### src/rtl/sampler_pkg.sv
// sampler_pkg
// Constants and the compactor state type shared by the rejection-sampler
// back end. The lane count, coefficient width, staging depth and polynomial
// length live here so the compactor and its lane helper agree on them.
//
// Also defined here:
//   - derived counter widths;
//   - cmp_state_t, the compactor FSM state enum.

package sampler_pkg;

    localparam int LANES     = 4;
    localparam int CAND_BITS = 12;
    localparam int N_COEFF   = 256;
    localparam int BUF_DEPTH = 8;

    // Ingest counter must hold N_COEFF itself (it saturates there).
    localparam int ING_W  = $clog2(N_COEFF + 1);
    // Occupancy must hold BUF_DEPTH itself.
    localparam int CNT_W  = $clog2(BUF_DEPTH + 1);
    // Per-beat lane count, 0..LANES.
    localparam int LCNT_W = $clog2(LANES + 1);
    // Offset of a lane inside one beat, 0..LANES-1.
    localparam int OFF_W  = $clog2(LANES);
    localparam int IDX_W  = $clog2(N_COEFF);

    typedef enum logic [1:0] {
        ST_IDLE  = 2'd0,
        ST_FILL  = 2'd1,
        ST_DRAIN = 2'd2,
        ST_DONE  = 2'd3
    } cmp_state_t;

endpackage

### src/rtl/lane_compact.sv
// lane_compact
// Combinational prefix popcount over the accept mask. For every accepted
// lane it gives the offset at which that lane lands in the dense stream,
// and it drops trailing accepted lanes once the polynomial quota is
// reached.
//
// Ports:
//   i_acc        in   LANES    accept mask, bit i qualifies lane i
//   i_ingested   in   ING_W    coefficients already taken this polynomial
//   o_take       out  LANES    lanes that are actually written
//   o_offset     out  LANES*OFF_W  lane i target offset at [i*OFF_W +: OFF_W]
//   o_taken_cnt  out  LCNT_W   number of lanes written (after the cap)

module lane_compact
    import sampler_pkg::*;
(
    input  logic [LANES-1:0]       i_acc,
    input  logic [ING_W-1:0]       i_ingested,
    output logic [LANES-1:0]       o_take,
    output logic [LANES*OFF_W-1:0] o_offset,
    output logic [LCNT_W-1:0]      o_taken_cnt
);

    logic [ING_W-1:0]  w_remaining;
    logic [LCNT_W-1:0] w_run;

    assign w_remaining = ING_W'(N_COEFF) - i_ingested;

    // Truncation only ever removes the tail of the accepted set, so the
    // running count of taken lanes is also the offset of each taken lane.
    always_comb begin
        o_take   = '0;
        o_offset = '0;
        w_run    = '0;
        for (int i = 0; i < LANES; i++) begin
            o_offset[i*OFF_W +: OFF_W] = w_run[OFF_W-1:0];
            if (i_acc[i] && (ING_W'(w_run) < w_remaining)) begin
                o_take[i] = 1'b1;
                w_run     = w_run + LCNT_W'(1);
            end
        end
        o_taken_cnt = w_run;
    end

endmodule

### src/rtl/sample_compactor.sv
// sample_compactor
// Packs the accepted lanes of each sampler beat into a dense, in-order
// coefficient stream. It counts exactly N_COEFF coefficients per
// polynomial, discards surplus accepted lanes, and flags the last one.
// The output side is AXI-stream style with backpressure.
//
// Optional feature: define SAMPLE_COMPACTOR_STATS_EN to add the
// stat_rejected / stat_dropped counters and their ports.
//
// Ports:
//   clk            in   1     clock
//   rst            in   1     synchronous active-high reset
//   start          in   1     begin a polynomial (honoured in IDLE/DONE)
//   in_valid       in   1     input beat valid
//   in_acc         in   LANES accept mask
//   in_data        in   LANES*CAND_BITS  lane i at [i*CAND_BITS +: CAND_BITS]
//   in_ready       out  1     a full beat fits in the buffer
//   out_tdata      out  CAND_BITS  head coefficient
//   out_tvalid     out  1     buffer not empty
//   out_tready     in   1     consumer ready
//   out_tlast      out  1     current coefficient is index N_COEFF-1
//   out_idx        out  IDX_W index of out_tdata
//   done           out  1     pulse after the last handshake
//   stat_rejected  out  16    (stats build) cleared lanes in taken beats
//   stat_dropped   out  8     (stats build) accepted lanes lost to the cap
//
// state    | meaning
// ---------+--------------------------------------------------
// IDLE     | after reset, nothing accepted
// FILL     | ingesting beats until N_COEFF coefficients taken
// DRAIN    | quota reached, emptying the buffer
// DONE     | last coefficient handed off, waiting for start

module sample_compactor
    import sampler_pkg::*;
(
    input  logic                       clk,
    input  logic                       rst,
    input  logic                       start,
    input  logic                       in_valid,
    input  logic [LANES-1:0]           in_acc,
    input  logic [LANES*CAND_BITS-1:0] in_data,
    output logic                       in_ready,
    output logic [CAND_BITS-1:0]       out_tdata,
    output logic                       out_tvalid,
    input  logic                       out_tready,
    output logic                       out_tlast,
    output logic [IDX_W-1:0]           out_idx,
    output logic                       done
`ifdef SAMPLE_COMPACTOR_STATS_EN
    ,
    output logic [15:0]                stat_rejected,
    output logic [7:0]                 stat_dropped
`endif
);

    cmp_state_t           r_state;
    cmp_state_t           w_state_next;
    logic [CNT_W-1:0]     r_count;
    logic [CNT_W-1:0]     w_count_next;
    logic [ING_W-1:0]     r_ingested;
    logic [ING_W-1:0]     w_ing_sum;
    logic [IDX_W-1:0]     r_out_idx;
    logic                 r_done;
    logic [CAND_BITS-1:0] r_buf      [BUF_DEPTH];
    logic [CAND_BITS-1:0] w_buf_next [BUF_DEPTH];

    logic                 w_take;
    logic                 w_pop;
    logic                 w_last_hs;
    logic                 w_start_ok;
    logic [CNT_W-1:0]     w_wr_base;

    logic [LANES-1:0]       w_lane_take;
    logic [LANES*OFF_W-1:0] w_lane_off;
    logic [LCNT_W-1:0]      w_taken_cnt;

    lane_compact u_lane_compact (
        .i_acc       (in_acc),
        .i_ingested  (r_ingested),
        .o_take      (w_lane_take),
        .o_offset    (w_lane_off),
        .o_taken_cnt (w_taken_cnt)
    );

    // Registered occupancy only: a pop in the same cycle does not open room.
    assign in_ready   = (r_state == ST_FILL) &&
                        (({1'b0, r_count} + (CNT_W+1)'(LANES)) <= (CNT_W+1)'(BUF_DEPTH));
    assign out_tvalid = (r_count != '0);
    assign out_tdata  = r_buf[0];
    assign out_idx    = r_out_idx;
    assign out_tlast  = out_tvalid && (r_out_idx == IDX_W'(N_COEFF - 1));
    assign done       = r_done;

    assign w_take     = in_valid && in_ready;
    assign w_pop      = out_tvalid && out_tready;
    assign w_last_hs  = w_pop && out_tlast;
    assign w_start_ok = start && ((r_state == ST_IDLE) || (r_state == ST_DONE));
    assign w_wr_base  = r_count - CNT_W'(w_pop);
    assign w_ing_sum  = r_ingested + ING_W'(w_taken_cnt);

    assign w_count_next = r_count
                        + (w_take ? CNT_W'(w_taken_cnt) : CNT_W'(0))
                        - CNT_W'(w_pop);

    // Shift on pop first, then land new lanes just behind the surviving
    // entries so a simultaneous push and pop stays in order.
    always_comb begin
        for (int j = 0; j < BUF_DEPTH; j++) begin
            w_buf_next[j] = r_buf[j];
        end
        if (w_pop) begin
            for (int j = 0; j < BUF_DEPTH - 1; j++) begin
                w_buf_next[j] = r_buf[j+1];
            end
            w_buf_next[BUF_DEPTH-1] = '0;
        end
        if (w_take) begin
            for (int j = 0; j < BUF_DEPTH; j++) begin
                for (int i = 0; i < LANES; i++) begin
                    if (w_lane_take[i] &&
                        ((w_wr_base + CNT_W'(w_lane_off[i*OFF_W +: OFF_W])) == CNT_W'(j))) begin
                        w_buf_next[j] = in_data[i*CAND_BITS +: CAND_BITS];
                    end
                end
            end
        end
    end

    always_comb begin
        w_state_next = r_state;
        case (r_state)
            ST_IDLE:  if (w_start_ok) w_state_next = ST_FILL;
            ST_FILL:  if (w_take && (w_ing_sum == ING_W'(N_COEFF))) w_state_next = ST_DRAIN;
            ST_DRAIN: if (w_last_hs) w_state_next = ST_DONE;
            ST_DONE:  if (w_start_ok) w_state_next = ST_FILL;
            default:  w_state_next = ST_IDLE;
        endcase
    end

    always_ff @(posedge clk) begin
        if (rst) begin
            r_state    <= ST_IDLE;
            r_count    <= '0;
            r_ingested <= '0;
            r_out_idx  <= '0;
            r_done     <= 1'b0;
            for (int j = 0; j < BUF_DEPTH; j++) begin
                r_buf[j] <= '0;
            end
        end else begin
            r_state <= w_state_next;
            r_count <= w_count_next;
            r_done  <= w_last_hs;
            for (int j = 0; j < BUF_DEPTH; j++) begin
                r_buf[j] <= w_buf_next[j];
            end
            if (w_start_ok) begin
                r_ingested <= '0;
            end else if (w_take) begin
                r_ingested <= w_ing_sum;
            end
            if (w_start_ok) begin
                r_out_idx <= '0;
            end else if (w_pop) begin
                r_out_idx <= r_out_idx + IDX_W'(1);
            end
        end
    end

`ifdef SAMPLE_COMPACTOR_STATS_EN
    logic [15:0]       r_stat_rej;
    logic [7:0]        r_stat_drop;
    logic [LCNT_W-1:0] w_acc_cnt;
    logic [16:0]       w_rej_sum;
    logic [8:0]        w_drop_sum;

    assign w_acc_cnt  = LCNT_W'($countones(in_acc));
    assign w_rej_sum  = {1'b0, r_stat_rej}  + 17'(LCNT_W'(LANES) - w_acc_cnt);
    assign w_drop_sum = {1'b0, r_stat_drop} + 9'(w_acc_cnt - w_taken_cnt);

    always_ff @(posedge clk) begin
        if (rst || w_start_ok) begin
            r_stat_rej  <= '0;
            r_stat_drop <= '0;
        end else if (w_take) begin
            r_stat_rej  <= w_rej_sum[16]  ? 16'hFFFF : w_rej_sum[15:0];
            r_stat_drop <= w_drop_sum[8]  ? 8'hFF    : w_drop_sum[7:0];
        end
    end

    assign stat_rejected = r_stat_rej;
    assign stat_dropped  = r_stat_drop;
`endif

endmodule

### config.mk
export PLATFORM = sky130hd
export DESIGN_NAME = sample_compactor
export DESIGN_NICKNAME = d
export VERILOG_FILES = /design/src/rtl/sampler_pkg.sv /design/src/rtl/lane_compact.sv /design/src/rtl/sample_compactor.sv
export SDC_FILE = /design/constraint.sdc
export NUM_CORES = 1
export LEC_CHECK = 0
export ABC_AREA = 1
export CAP_MARGIN = 20
export CELL_PAD_IN_SITES_DETAIL_PLACEMENT = 1
export CELL_PAD_IN_SITES_GLOBAL_PLACEMENT = 2
export CORE_ASPECT_RATIO = 0.7
export CORE_MARGIN = 4
export CORE_UTILIZATION = 29
export CTS_BUF_LIST = sky130_fd_sc_hd__clkbuf_4 sky130_fd_sc_hd__clkbuf_8 sky130_fd_sc_hd__clkbuf_16
export DETAILED_ROUTE_END_ITERATION = 8
export PLACE_DENSITY = 0.9
export SYNTH_ARGS = -nofsm -noshare
export SYNTH_HDL_FRONTEND = slang
export SYNTH_SLANG_ARGS = --single-unit
### constraint.sdc
create_clock -name clk -period 7.1 [get_ports clk]
set_clock_uncertainty 0.1 [all_clocks]
set_input_delay 1.42 -clock clk [delete_from_list [all_inputs] [get_ports clk]]
set_output_delay 1.42 -clock clk [all_outputs]
set_load 0.005 [all_outputs]
==> flow_metrics.tcl <==
set metrics [dict create \
    status "completed" \
    fin_cells 2528 \
    drive_gt1_frac 0.103 \
    postCtsSetupBuffers 0 \
    via_count 14704 \
    cp.required_ns 7.31 \
    wl_per_cell_um 23.4 \
    fin_crit_ns 6.60 \
    grt_pass1_vias 14455 \
    whs_path_depth 2 \
    finalInstanceArea_um2 13500 \
    critical_path_arrival_ns 6.81 \
    worst_setup_path_start_kind "input port" \
    areaGrowthSynthToFinish_pct 14.2 \
    post_cts_resized 0 \
    ant_nets 0 \
    ir_drop_v 0.000206 \
    critPathCaptureType "flip-flop" \
    dieArea_um2 44100 \
    design.core.area_um2 39900 \
    grt_usage 0.261 \
    drv_slew 0 \
    clock-sinks 120 \
    power_frac_comb 0.686 \
    drv_cap 0 \
    synth_area_um2 11800 \
    dpl.hpwl_um 40400 \
    worstMarginPinSlew_ns 1.18 \
    synthCells 2014 \
    grt_util_met3 0.0689 \
    synth_top_area_share 0.203 \
    fin_crit_sh 0.929 \
    diodes 0 \
    crit_top_cell "nand2_1" \
    global_route.usage.met1 0.369 \
    leakagePower_nw 6.08 \
    port_buffers 80 \
    cp_slowest_cell "clkdlybuf4s50_1" \
    ff2ff_path_depth 38 \
    initial_core_util 0.296 \
    layout.nets 2066 \
    clockRootBuffer "clkbuf_16" \
    syn_nets 2100 \
    clock_latency_ns 0.46 \
    firstDrtPassIters 6 \
    fmax_ghz 0.152 \
    grt-busiest-layer "met2" \
    slew_headroom 0.214 \
    cts_htree_levels 4 \
    synth_cell_type_count 40 \
    antenna_found_initial 1 \
    gr-total-overflow 0 \
    vias_per_cell 5.82 \
    synth_top_cell_by_area "dfxtp_1" \
    ys_seq_area_frac 0.203 \
    clockBufferDepth 2 \
    setup_viol 0 \
    cts_hold_buf 0 \
    tritoncts "built" \
    place_congestion 0.899 \
    floorplan.rows 61 \
    drc 0 \
    post_dp_cell_area_um2 12800 \
    ioPinCount 81 \
    ys_seq_elements 120 \
    cpPeakStageDelay_ns 0.60 \
    drt_iter0_drc 2001 \
    fillerInstances 5264 \
    synth.area.top_cells "dfxtp_1 (20%), nand2_1 (19%), nand3_1 (18%)" \
    power_density_nw_per_um2 447 \
    grt_pass1_wl_um 89700 \
    die_w_um 249 \
    hold_viol_final 0 \
    path_max_fanout 10 \
    placed_cells 2495 \
    hp-class "reg2reg" \
    switchingPower_mw 3.27 \
    clkTransAtPathRegs_ns 0.06 \
    clock_power_share 0.164 \
    seqPwrFrac 0.150 \
    grt_max_degree 96 \
    intPower_mw 2.76 \
    syn_area_per_cell_um2 5.86 \
    rsz0062_at_grt "false" \
    numCtsBuffers 17 \
    die_y_um 177 \
    use_met2 0.391 \
    yosys_warnings 0 \
    path_class "in2reg" \
    wirelength_um 59300 \
    switching_share 0.542 \
]
-- critical path, delay by kind of cell --
kind | cells | cell delay, ns
xor gates and xnor gates | 1 | 0.26
adders and majority gates | 4 | 1.16
buffers and inverters | 5 | 0.91
and+or+nand+nor | 16 | 2.13
AOI/OAI and AO/OA | 7 | 0.93
-- per-stage QoR --
step	worst slack (ns)	total power [mW]	TNS (ns)	utilization	hold slack, ns
after floorplan	0.346	3.75	0	-	0.357
after global placement	0.153	4.77	0	0.321	0.386
after detailed placement	-0.0463	4.91	-0.0650	0.321	0.400
after CTS	0.367	5.92	0	0.337	0.408
after global routing	0.0366	6.49	0	0.338	0.428
final	0.501	6.03	0	0.338	0.403
-- worst paths after layout --
| kind | start | to | slack (ns) |
|---|---|---|---|
| worst min register to register | out_idx[4] | out_idx[4] | 0.40 |
| worst min-delay path | out_idx[4] | out_idx[4] | 0.40 |
| worst max register to register | r_ingested[0] | r_state[0] | 0.53 |
| worst max-delay path | in_acc[1] | r_state[0] | 0.50 |
-- area by class of cell --
| cell class | count | area, um2 | area share |
|---|---|---|---|
| well taps | 535 | 669 | 0.0496 |
| inverters | 134 | 505 | 0.0375 |
| multi-input cells | 1585 | 8150 | 0.605 |
| repair buffers | 122 | 1110 | 0.0827 |
| clock buffers | 20 | 467 | 0.0346 |
| flip-flops and latches | 120 | 2400 | 0.178 |
| clock inverters | 12 | 173 | 0.0128 |
-- routing by layer --
| layer | share of wire | vias to the layer above | routed length, um |
|---|---|---|---|
| met1 | 0.45 | 7162 | 26800 |
| li1 | - | 6657 | - |
| met3 | 0.11 | 113 | 6330 |
| met4 | 0.024 | 0 | 1400 |
| met2 | 0.42 | 772 | 24700 |
| met5 | 0 | - | 0 |
-- flip-flops by register name (all words and copies together) (netlist names) --
name	flops
r_buf	96
r_ingested	9
out_idx	8
r_count	4
r_state	2
done	1
-- synthesized netlist by cell type --
| cell type | count |
|---|---|
| a211oi_1 | 4 |
| a21oi_1 | 117 |
| a31oi_1 | 1 |
| and3_1 | 1 |
| buf_1 | 29 |
| buf_2 | 18 |
| buf_4 | 12 |
| buf_6 | 7 |
| buf_8 | 1 |
| clkbuf_1 | 108 |
| clkinv_1 | 1 |
| dfxtp_1 | 120 |
| fa_1 | 3 |
| ha_1 | 26 |
| inv_1 | 122 |
| inv_2 | 11 |
| mux2i_1 | 57 |
| nand2_1 | 590 |
| nand2_2 | 2 |
| nand2_4 | 1 |
| nand3_1 | 431 |
| nand3_2 | 3 |
| nand3b_1 | 2 |
| nand4_1 | 111 |
| nor2_1 | 49 |
| nor2_2 | 3 |
| nor2_4 | 8 |
| nor3_1 | 17 |
| nor3_2 | 6 |
| nor4_1 | 2 |
| o2111ai_1 | 1 |
| o21ai_0 | 39 |
| o21ai_1 | 1 |
| o21ai_2 | 1 |
| o22ai_1 | 1 |
| or2_1 | 1 |
| or2_2 | 88 |
| or3_1 | 1 |
| xnor2_1 | 6 |
| xor2_1 | 12 |
-- logic make-up after synthesis --
kind of cell	count (synthesis)	share of synthesized area
adders and majority gates	29	0.0326
buffers and inverters	309	0.109
DFF	120	0.203
muxes	57	0.0483
and+or+nand+nor	1316	0.521
AOI/OAI and AO/OA	165	0.0716
xor gates and xnor gates	18	0.0134
-- power groups by stage --
stage / Clock [mW] / Sequential (mW) / Combinational [mW]
finish: 0.989 / 0.907 / 4.13
global route: 1.03 / 0.917 / 4.55
CTS: 0.994 / 0.903 / 4.02
detailed placement: 0 / 0.917 / 4.00
global placement: 0 / 0.913 / 3.85
floorplan: 0 / 0.869 / 2.89
-- cells in the final DEF (no fill, tap or decap), types with 3 or more instances in the layout --
cell	n
clkbuf_8	3
ha_1	25
nand4_1	111
inv_2	11
nor2_4	8
bufinv_16	4
nor2_1	49
mux2i_1	57
a211oi_1	4
or2_2	88
o21ai_0	38
fa_1	3
nor3_1	17
xnor2_1	6
nand3_1	430
a21oi_1	117
nand3_2	3
nor2_2	3
buf_4	43
clkbuf_16	17
dfxtp_1	120
inv_1	121
nor3_2	5
nand2_1	589
xor2_1	11
clkinv_2	4
clkdlybuf4s50_1	78
No activity file was read; power rests on OpenSTA's default activity.
